$ cat src/rtl/jtopl_timer_bank.sv
// OPL-family timer bank: NUM_TIMERS up-counters ticking off the per-sample zero pulse.
// Define JTOPL_TIMER_RDCNT_EN to build the registered counter readback on rd_cnt.
module jtopl_timer_bank #(
    parameter int NUM_TIMERS = 2,
    parameter int CNT_W      = 8,
    parameter int STEP_LOG2  = 2
) (
    input  logic                        clk,
    input  logic                        rst_n,
    input  logic                        cenop,
    input  logic                        zero,
    input  logic [NUM_TIMERS*CNT_W-1:0] value,
    input  logic [NUM_TIMERS-1:0]       load,
    input  logic [NUM_TIMERS-1:0]       flagen,
    input  logic [NUM_TIMERS-1:0]       clr_flag,
    output logic [NUM_TIMERS-1:0]       flag,
    output logic [NUM_TIMERS-1:0]       overflow,
    output logic                        irq_n,
    input  logic [2:0]                  rd_sel,
    output logic [CNT_W-1:0]            rd_cnt
);

    localparam int DIV_W = (NUM_TIMERS > 1) ? STEP_LOG2*(NUM_TIMERS-1) : 1;

    logic [DIV_W-1:0]      div_q,    div_d;
    logic [NUM_TIMERS-1:0] load_l_q, load_l_d;
    logic [NUM_TIMERS-1:0] flag_q,   flag_d;
    logic [NUM_TIMERS-1:0] ovf_q,    ovf_d;
    logic                  irq_n_q,  irq_n_d;
    logic [CNT_W-1:0]      cnt_q [NUM_TIMERS];
    logic [CNT_W-1:0]      cnt_d [NUM_TIMERS];
    logic [NUM_TIMERS-1:0] tick;
    logic [NUM_TIMERS-1:0] ov;

    // Timer i ticks only when the low i*STEP_LOG2 divider bits are all ones.
    always_comb begin
        for (int unsigned i = 0; i < NUM_TIMERS; i++) begin
            tick[i] = cenop & zero;
            for (int unsigned b = 0; b < DIV_W; b++) begin
                if (b < i*STEP_LOG2 && !div_q[b]) tick[i] = 1'b0;
            end
        end
    end

    always_comb begin
        div_d    = div_q;
        load_l_d = load_l_q;
        flag_d   = flag_q;
        ovf_d    = ovf_q;
        irq_n_d  = irq_n_q;
        cnt_d    = cnt_q;
        ov       = '0;
        if (cenop) begin
            if (zero) div_d = div_q + 1'b1;
            load_l_d = load;
            irq_n_d  = ~|flag_q;
            for (int unsigned i = 0; i < NUM_TIMERS; i++) begin
                if (load[i] && !load_l_q[i]) begin
                    cnt_d[i] = value[i*CNT_W +: CNT_W];
                end else if (load[i] && tick[i]) begin
                    if (cnt_q[i] == '1) begin
                        cnt_d[i] = value[i*CNT_W +: CNT_W];
                        ov[i]    = 1'b1;
                    end else begin
                        cnt_d[i] = cnt_q[i] + 1'b1;
                    end
                end
            end
            ovf_d  = ov;
            // A set in the same cenop as a clear must win.
            flag_d = (flag_q & ~clr_flag) | (ov & flagen);
        end
    end

    always_ff @(posedge clk) begin
        if (!rst_n) begin
            div_q    <= '0;
            load_l_q <= '0;
            flag_q   <= '0;
            ovf_q    <= '0;
            irq_n_q  <= 1'b1;
            for (int unsigned i = 0; i < NUM_TIMERS; i++) cnt_q[i] <= '0;
        end else begin
            div_q    <= div_d;
            load_l_q <= load_l_d;
            flag_q   <= flag_d;
            ovf_q    <= ovf_d;
            irq_n_q  <= irq_n_d;
            for (int unsigned i = 0; i < NUM_TIMERS; i++) cnt_q[i] <= cnt_d[i];
        end
    end

    assign flag     = flag_q;
    assign overflow = ovf_q;
    assign irq_n    = irq_n_q;

`ifdef JTOPL_TIMER_RDCNT_EN
    logic [CNT_W-1:0] rd_cnt_q, rd_cnt_d;

    always_comb begin
        rd_cnt_d = rd_cnt_q;
        if (cenop) begin
            rd_cnt_d = '0;
            for (int unsigned i = 0; i < NUM_TIMERS; i++) begin
                if (32'(rd_sel) == i) rd_cnt_d = cnt_q[i];
            end
        end
    end

    always_ff @(posedge clk) begin
        if (!rst_n) rd_cnt_q <= '0;
        else        rd_cnt_q <= rd_cnt_d;
    end

    assign rd_cnt = rd_cnt_q;
`else
    logic [2:0] unused_rd_sel;
    assign unused_rd_sel = rd_sel;
    assign rd_cnt        = '0;
`endif

endmodule

$ cat config.mk
export PLATFORM = sky130hd
export DESIGN_NAME = jtopl_timer_bank
export DESIGN_NICKNAME = d
export VERILOG_FILES = /design/src/rtl/jtopl_timer_bank.sv
export SDC_FILE = /design/constraint.sdc
export NUM_CORES = 1
export LEC_CHECK = 0
export ABC_AREA = 1
export CAP_MARGIN = 20
export CORE_MARGIN = 10
export CORE_UTILIZATION = 55
export DETAILED_ROUTE_END_ITERATION = 7
export DONT_BUFFER_PORTS = 1
export PLACE_DENSITY = 0.72
export SYNTH_ARGS = -nofsm -noshare
export SYNTH_HDL_FRONTEND = slang
export SYNTH_SLANG_ARGS = --single-unit
$ cat constraint.sdc
create_clock -name clk -period 1.3 [get_ports clk]
set_input_delay 0.13 -clock clk [delete_from_list [all_inputs] [get_ports clk]]
set_output_delay 0.13 -clock clk [all_outputs]
set_load 0.01 [all_outputs]
==> impl_results.md, run 1 <==
* Status: complete, but fails checks
* Failing checks: hold timing, setup timing
* ANT cells at 0
* Register bit total from synthesis at 25
* Data required, critical path at 1.54 ns
* Clk Latency, worst-skew pair at 0.33 ns
* Global-route wire length before repair at 6762 µm
* Crit path kind: reg2reg
* Number of fill cells at 232
* TritonCTS Buffers at 3
* Finished Core Util at 0.7359
* Worst hold margin at -0.09756 ns
* Final instance area at 2029 µm²
* Crit-path max FO at 4
* Xor and xnor area share after synthesis at 0.01668
* Placer Congestion at 0.8554
* Area of the die at 5404 µm²
* Drt via density at 5.137
* Final Slew Violations at 0
* Root buf cell: clkbuf_4
* Synth Flop Type: dfxtp_1
* Vias in the first global route at 1,503
* Violation count after the first detailed-route iteration at 110
* Via count at 1,613
* GR Util met1 at 0.1844
* Htree depth at 1
* Top cell type's share of synthesized area at 0.3177
* Crit end category: register
* Met3 Track Usage GR at 0.04980
* Remaining DRCs at 0
* HPWL after DPL at 2862 µm
* Core area at 2758 µm²
* GRT Overall Usage at 0.1524
* PnR worst setup slack at -0.03745 ns
* Rows at 19
* Port bufs at 0
* Crit path DAT at 1.58 ns
* Final nets at 315
* Final worst-path cycle share at 1.029
* Non-Filler Instances at 314
* Final hold vios at 10
* Final WL at 4250 µm
* Number of buffers inserted by hold repair at cts at 9
* Met2 usage at 0.2453
* Grt total ovfl at 0
* Post-placement cell area at 1719 µm²
* Top post-synthesis cells by area: dfxtp_1, nand2_1, a21oi_1
* Register area share after synthesis at 0.3177
* Synth cell types at 30
* Yosys warns at 0
* Synth Cell Area at 1575 µm²
* Initial Util at 0.5712
* Worst Clk Skew at 0.003759 ns
* Synth Instances at 249
* Min Tclk post-route at 1.337 ns
* Clk buf depth at 2
* Adder-cell share of the synthesized area at 0.01589
* P per Cell Area at 760.9 nW/µm²
* CP Launch Type: register
* FF-to-FF path depth at 6
* Syn_area_per_cell at 6.326 µm²
* RSZ-0062 raised after global routing: yes
* Die Wd at 73.52 µm
* Reg clk slew, reported paths at 0.15 ns
* Simple-gate share of the synthesized area at 0.3670
* Largest net degree at the start of global routing at 15
* CTS sink count at 25
* Max-cap check violation count at 0
* Worst Hold Class: in2reg
* Most frequent cells in the layout: nand2_1, inv_1, buf_4, dfxtp_1, a21oi_1
* Chip Height at 73.52 µm
* Multiplexer share of the synthesized area at 0
* Initial antenna violation count at 0
* DP Cell Count at 295
* Worst r2r src: cnt_q[8]$_SDFFE_PN0P_
* Synth area leader: dfxtp_1
* Worst Hold Path Cells at 2
* I/O pin count at 42
* Power Total at 1.544 mW
* Worst R2R Setup Slack at -0.04 ns
* Post-synthesis async set-or-reset flop share at 0
* Fmax at 747.7 MHz
* Leakage at 0.9682 nW
* Reg-to-Reg End: cnt_q[14]$_SDFFE_PN0P_
* GR peak layer: met2
* Area delta synth->final at 28.83%
* Hold worst-path end: cnt_q[13]$_SDFFE_PN0P_
* Antenna Violating Nets Remaining at 0
* Worst VDD drop at 0.5521 mV
* Main combinational cell family by area after synthesis: simple AND/OR/NAND/NOR gates
* Compound-Gate Fraction of Synth Area at 0.1287
* EDFF count, synth at 0
* Most common cell after layout, fill and taps aside: nand2_1
* Share of layout cells above drive strength 1 at 0.2792
* CTS tree: done
* Hold_sp: rst_n
* Final Setup Violations at 3
* WL/cell at 13.54 µm
* Initial DRT Pass Iterations at 4
==> flip-flops by register name, indices dropped and copies added, names as in the netlist <==
register / cells
div_q: 2
overflow: 2
load_l_q: 2
irq_n: 1
flag: 2
cnt_q: 16
==> report_power, final <==
part	internal (mW)	total, mW	switching [mW]
registers	0.805	0.836	0.0317
logic	0.144	0.337	0.193
clock network	0.116	0.371	0.255
total	1.06	1.54	0.480
==> how the worst max path moves through the flow <==
stage	startpoint	endpoint	slack [ns]	cells after the start
floorplan	cnt_q[9]$_SDFFE_PN0P_	cnt_q[13]$_SDFFE_PN0P_	0.01	9
global placement	cnt_q[0]$_SDFFE_PN0P_	cnt_q[1]$_SDFFE_PN0P_	-0.07	10
detailed placement	cnt_q[0]$_SDFFE_PN0P_	cnt_q[2]$_SDFFE_PN0P_	-0.11	10
CTS	cnt_q[0]$_SDFFE_PN0P_	cnt_q[2]$_SDFFE_PN0P_	0.00006	9
global route	cnt_q[1]$_SDFFE_PN0P_	cnt_q[4]$_SDFFE_PN0P_	-0.12	9
finish	cnt_q[8]$_SDFFE_PN0P_	cnt_q[14]$_SDFFE_PN0P_	-0.04	6
==> routing by layer <==
layer | part of all wire | up-vias
met5 | 0 | -
met4 | 0.015 | 0
met3 | 0.081 | 8
met2 | 0.47 | 57
met1 | 0.43 | 710
li1 | - | 838
==> cell families after synthesis <==
| group | after synthesis |
|---|---|
| AOI/OAI and AO/OA | 38 |
| and+or+nand+nor | 129 |
| xor gates and xnor gates | 3 |
| adders and majority gates | 2 |
| DFF | 25 |
| buffers and inverters | 51 |
| other | 1 |
==> worst max-delay path: stages, from the launching register on <==
cell     delay, ns
dfxtp_2       0.37
ha_4          0.17
nand3_1       0.17
nor2_4        0.06
or2_2         0.29
nand3_1       0.11
a21oi_1       0.08
==> stage by stage <==
| step | hold slack (ns) | setup TNS [ns] | setup slack (ns) |
|---|---|---|---|
| after floorplan | 0.2727 | 0 | 0.01189 |
| after global placement | 0.2548 | -0.4983 | -0.07428 |
| after detailed placement | 0.2634 | -0.6844 | -0.1064 |
| after CTS | -0.09761 | 0 | 0.00006084 |
| after global routing | -0.1233 | -1.453 | -0.1219 |
| final | -0.09756 | -0.07445 | -0.03745 |
==> Yosys cell counts, types with 2 or more instances <==
| master | n |
|---|---|
| a21oi_1 | 24 |
| a21oi_2 | 2 |
| buf_2 | 3 |
| buf_4 | 8 |
| dfxtp_1 | 25 |
| ha_1 | 2 |
| inv_1 | 32 |
| inv_2 | 5 |
| nand2_1 | 72 |
| nand2_2 | 6 |
| nand3_1 | 20 |
| nand4_1 | 4 |
| nor2_1 | 18 |
| nor3_1 | 3 |
| o21ai_0 | 5 |
| o21ai_1 | 5 |
| xor2_1 | 2 |
==> what timing repair did <==
action | CTS | global route
pin swaps | 3 | 15
endpoints found under the setup margin | 12 | 21
hold endpoints to repair | 13 | 9
buffers inserted | 3 | 4
resized for setup | 16 | 23
==> layout make-up <==
cell class,count,area (µm²),share of cell area
Clock buffer,3,22.52,0.01110
Multi-Input combinational cell,180,1003,0.4944
Sequential cell,25,505.5,0.2491
Inverter,38,152.6,0.07522
Clock inverter,1,5.005,0.002466
Tap cell,31,38.79,0.01911
Timing Repair Buffer,36,301.5,0.1486
Power figures use the tool's default switching activity.
==> run 2, diff against run 1 <==
Settings changed: TNS_END_PERCENT from default to 10.
==> impl_results.md, run 2 (synthesis gave the netlist of run 1 again) <==
* Status: complete, but fails checks
* Failing checks: hold timing, setup timing
* Crit path kind: reg2reg
* Remaining DRCs at 0
* Setup TNS at -0.05775 ns
* Most frequent cells in the layout: nand2_1, inv_1, buf_4, dfxtp_1
* Core area at 2758 µm²
* Met2 usage at 0.2415
* Met3 Track Usage GR at 0.04980
* Die Wd at 73.52 µm
* GR Util met1 at 0.1805
* Rows at 19
* Data required, critical path at 1.56 ns
* Worst Hold Class: in2reg
* Power Total at 1.529 mW
* Initial DRT Pass Iterations at 4
* Final nets at 313
* Port bufs at 0
* Initial antenna violation count at 0
* Vias in the first global route at 1,501
* Global-route wire length before repair at 6665 µm
* Number of fill cells at 244
* Reg-to-Reg End: cnt_q[4]$_SDFFE_PN0P_
* PnR worst setup slack at -0.02502 ns
* Violation count after the first detailed-route iteration at 100
* Worst VDD drop at 0.5553 mV
* Crit path to: cnt_q[4]$_SDFFE_PN0P_
* Htree depth at 1
* Final Setup Violations at 6
* Worst Clk Skew at 0.003577 ns
* CTS sink count at 25
* Crit-path max FO at 8
* Drt via density at 5.189
* Area delta synth->final at 25.66%
* Initial Util at 0.5712
* Crit end category: register
* Final hold vios at 8
* CTS tree: done
* Clk buf depth at 2
* Worst hold margin at -0.09094 ns
* Placer Congestion at 0.8554
* Max reg flops at 16
* P per Cell Area at 772.3 nW/µm²
* Largest net degree at the start of global routing at 15
* Crit path DAT at 1.59 ns
* CP Launch Type: register
* Clk Latency, worst-skew pair at 0.32 ns
* I/O pin count at 42
* Max-cap check violation count at 0
* Worst r2r src: cnt_q[1]$_SDFFE_PN0P_
* FF-to-FF path depth at 9
* Antenna Violating Nets Remaining at 0
* Via count at 1,619
* Fmax at 754.7 MHz
* TritonCTS Buffers at 3
* Reg clk slew, reported paths at 0.15 ns
* Share of layout cells above drive strength 1 at 0.2456
* Most common cell after layout, fill and taps aside: nand2_1
* Chip Height at 73.52 µm
* Largest Register: cnt_q
* ANT cells at 0
* Number of buffers inserted by hold repair at cts at 9
* Final Slew Violations at 0
* Root buf cell: clkbuf_4
* Area of the die at 5404 µm²
* GR peak layer: met2
* Leakage at 0.9440 nW
* DP Cell Count at 295
* RSZ-0062 raised after global routing: yes
* Final worst-path cycle share at 1.019
* GRT Overall Usage at 0.1500
* Min Tclk post-route at 1.325 ns
* Critical Path Start: cnt_q[1]$_SDFFE_PN0P_
* Worst R2R Setup Slack at -0.03 ns
* Non-Filler Instances at 312
* HPWL after DPL at 2862 µm
* Grt total ovfl at 0
* WL/cell at 13.29 µm
* Final WL at 4146 µm
## run 2: cell types whose count changed in the layout (fill, tap and decap cells not counted), sizes merged
cell | before | now
buf | 28 | 25
dlymetal6s4s | 0 | 1
## run 2: power breakdown
group / internal [mW] / leakage [nW] / switching [mW]
registers: 0.805 / 0.206 / 0.0312
logic: 0.141 / 0.721 / 0.186
clock network: 0.115 / 0.0177 / 0.251
## run 2: metrics by stage
step                setup slack, ns  cell area (µm²)    util  hold slack, ns
floorplan                   0.01189             1617       -          0.2727
global placement           -0.07428             1719  0.6234          0.2548
detailed placement          -0.1064             1719  0.6234          0.2634
CTS                        -0.01172             1908  0.6919        -0.09761
global route                -0.1303             1979  0.7178         -0.1233
finish                     -0.02502             1979  0.7178        -0.09094
## run 2: timing repair
action	in CTS	in global routing
gates resized for setup	16	14
hold endpoints to repair	13	8
setup buffers	1	3
pin swaps	3	7
endpoints found under the setup margin	12	21
## run 2: worst min path at each step
stage	startpoint	end	cells past startpoint
final	rst_n	cnt_q[13]$_SDFFE_PN0P_	2
after global routing	rst_n	cnt_q[13]$_SDFFE_PN0P_	2
after CTS	rst_n	cnt_q[13]$_SDFFE_PN0P_	2
after detailed placement	rst_n	cnt_q[13]$_SDFFE_PN0P_	2
after global placement	rst_n	cnt_q[13]$_SDFFE_PN0P_	2
after floorplan	flagen[1]	flag[1]$_SDFFE_PN0P_	2
## run 2: area by class of cell
cell class                 count  area [µm²]  share of cell area
sequential                    25       505.5              0.2554
clock inverter                 1       5.005            0.002528
tap                           31       38.79             0.01960
timing repair buffer          34       284.0              0.1435
multi-input combinational    180       973.4              0.4918
clock buffer                   3       22.52             0.01138
inverter                      38       150.1             0.07585
## run 2: per-layer routing
metal	share of wire	wire length, µm
met2	0.47	1958
met1	0.44	1817
met3	0.078	325
met4	0.011	45
met5	0	0
## run 2: worst max-delay path, cell delays in order (launching register included)
cell	delay, ns
dfxtp_2	0.38
ha_4	0.16
nand2_4	0.06
nor2_4	0.09
nand2_2	0.08
nand2_4	0.14
inv_6	0.07
nand2_2	0.07
nand3_2	0.07
a21oi_2	0.15
==> run 3, diff against run 2 <==
Settings changed: CORE_UTILIZATION 55 to 43, DONT_BUFFER_PORTS 1 to default, PLACE_DENSITY 0.72 to 0.74.
==> impl_results.md, run 3 (synthesis gave the netlist of run 1 again) <==
* Violation count after the first detailed-route iteration at 100
* Final nets at 340
* Worst VDD drop at 0.4493 mV
* Remaining DRCs at 0
* Crit path to: cnt_q[5]$_SDFFE_PN0P_
* Leakage at 1.078 nW
* Initial Util at 0.4577
* Register area at 506.7 µm²
* Final hold vios at 0
* Largest net degree at the start of global routing at 16
* Reg clk slew, reported paths at 0.09 ns
* Crit end category: register
* RSZ-0062 raised after global routing: yes
* Worst Hold Class: in2reg
* Most frequent cells in the layout: nand2_1, inv_1, buf_4, clkdlybuf4s50_1, dfxtp_1
* Worst hold margin at 0.4090 ns
* Worst R2R Setup Slack at -0.03 ns
* Share of layout cells above drive strength 1 at 0.2565
* Largest Register: cnt_q
* Number of fill cells at 333
* Initial DRT Pass Iterations at 4
* Global-route wire length before repair at 6865 µm
* Rows at 21
* CP Launch Type: register
* Vias in the first global route at 1,575
* Final Slew Violations at 0
* Root buf cell: clkbuf_8
* ANT cells at 0
* I/O pin count at 42
* Number of buffers inserted by hold repair at cts at 0
* Via count at 1,678
* Area of the multi-input gates at 985.9 µm²
* Core area at 3442 µm²
* Crit path kind: reg2reg
* Drt via density at 4.740
* Critical Path Start: cnt_q[1]$_SDFFE_PN0P_
* Clk Latency, worst-skew pair at 0.27 ns
* CTS tree: done
* FF-to-FF path depth at 9
* Setup TNS at -0.06185 ns
* Area of the die at 6484 µm²
* Die Wd at 80.53 µm
* P per Cell Area at 760.9 nW/µm²
* Status: complete, but fails checks
* Final Setup Violations at 5
* Worst Hold Path Cells at 3
* Final worst-path cycle share at 1.021
* Placer Congestion at 0.8745
* Clk buf depth at 2
* Fmax at 753.7 MHz
* Chip Height at 80.53 µm
* Max reg flops at 16
* Failing checks: setup timing
* Worst r2r src: cnt_q[1]$_SDFFE_PN0P_
* HPWL after DPL at 3117 µm
* Min Tclk post-route at 1.327 ns
* Area delta synth->final at 44.96%
* GRT Overall Usage at 0.1287
* Final WL at 4257 µm
* PnR worst setup slack at -0.02675 ns
* Port bufs at 30
* Power Total at 1.738 mW
* CTS sink count at 25
* Crit path DAT at 1.54 ns
* Most common cell after layout, fill and taps aside: nand2_1
* Initial antenna violation count at 0
* Data required, critical path at 1.51 ns
* Htree depth at 1
* WL/cell at 12.03 µm
* Reg-to-Reg End: cnt_q[5]$_SDFFE_PN0P_
* Antenna Violating Nets Remaining at 0
* DP Worst Slack at -0.1857 ns
* Worst Clk Skew at 0.001881 ns
* Grt total ovfl at 0
* Max-cap check violation count at 0
* TritonCTS Buffers at 3
* Crit-path max FO at 8
==> run 3: cell types whose count changed in the layout (fill, tap and decap cells not counted), sizes merged, moves of 4 or more <==
cell           change
dlygate4sd2        +4
clkdlybuf4s50     +25
buf                +6
dlygate4sd3        -8
==> run 3: cell type report <==
type,instances,share of cell area
clock inverters,1,0.003288
well taps,46,0.02521
clock buffers,3,0.01808
flip-flops and latches,25,0.2219
multi-input cells,180,0.4318
repair buffers,61,0.2340
inverters,38,0.06575
==> run 3: repair_timing <==
action | 4_1_cts | 5_1_grt
pin swaps | 4 | 9
endpoints found under the setup margin | 18 | 19
resized for setup | 22 | 16
setup buffers | 1 | 0
==> run 3: how the worst min path moves through the flow <==
stage	startpoint	to	slack, ns
final	flagen[1]	flag[1]$_SDFFE_PN0P_	0.41
after floorplan	flagen[1]	flag[1]$_SDFFE_PN0P_	0.27
after CTS	flagen[1]	flag[1]$_SDFFE_PN0P_	0.40
after global routing	flagen[1]	flag[1]$_SDFFE_PN0P_	0.42
after global placement	div_q[1]$_SDFFE_PN0N_	div_q[1]$_SDFFE_PN0N_	0.43
after detailed placement	div_q[1]$_SDFFE_PN0N_	div_q[1]$_SDFFE_PN0N_	0.45
==> run 3: power by group <==
| part | internal, mW | leakage (nW) | total, mW | switching (mW) |
|---|---|---|---|---|
| clock network | 0.218 | 0.0217 | 0.490 | 0.272 |
| registers | 0.804 | 0.206 | 0.833 | 0.0293 |
| logic | 0.206 | 0.850 | 0.415 | 0.209 |
==> run 3: stage by stage <==
step | area (µm²) | cells | utilization
3_5_place_dp | 2106 | 349 | 0.6118
3_3_place_gp | 2106 | 349 | 0.6118
2_1_floorplan | 1617 | 256 | -
4_1_cts | 2232 | 354 | 0.6485
6_report | 2283 | 354 | 0.6634
5_1_grt | 2283 | 354 | 0.6634
==> run 3: metal layers <==
layer  vias up  track usage  share of wire
li1        891            -              -
met1       738       0.1596           0.46
met2        41       0.2046           0.45
met3         8      0.04009          0.071
met4         0      0.04225          0.016
met5         -            0              0
==> run 3: critical path, stage by stage (launching register included) <==
cell	delay, ns
dfxtp_2	0.37
ha_4	0.16
nand2_4	0.06
nor2_4	0.11
nand2_2	0.10
nand2_4	0.14
inv_6	0.06
nand2_1	0.08
nand3_1	0.08
a21oi_1	0.12
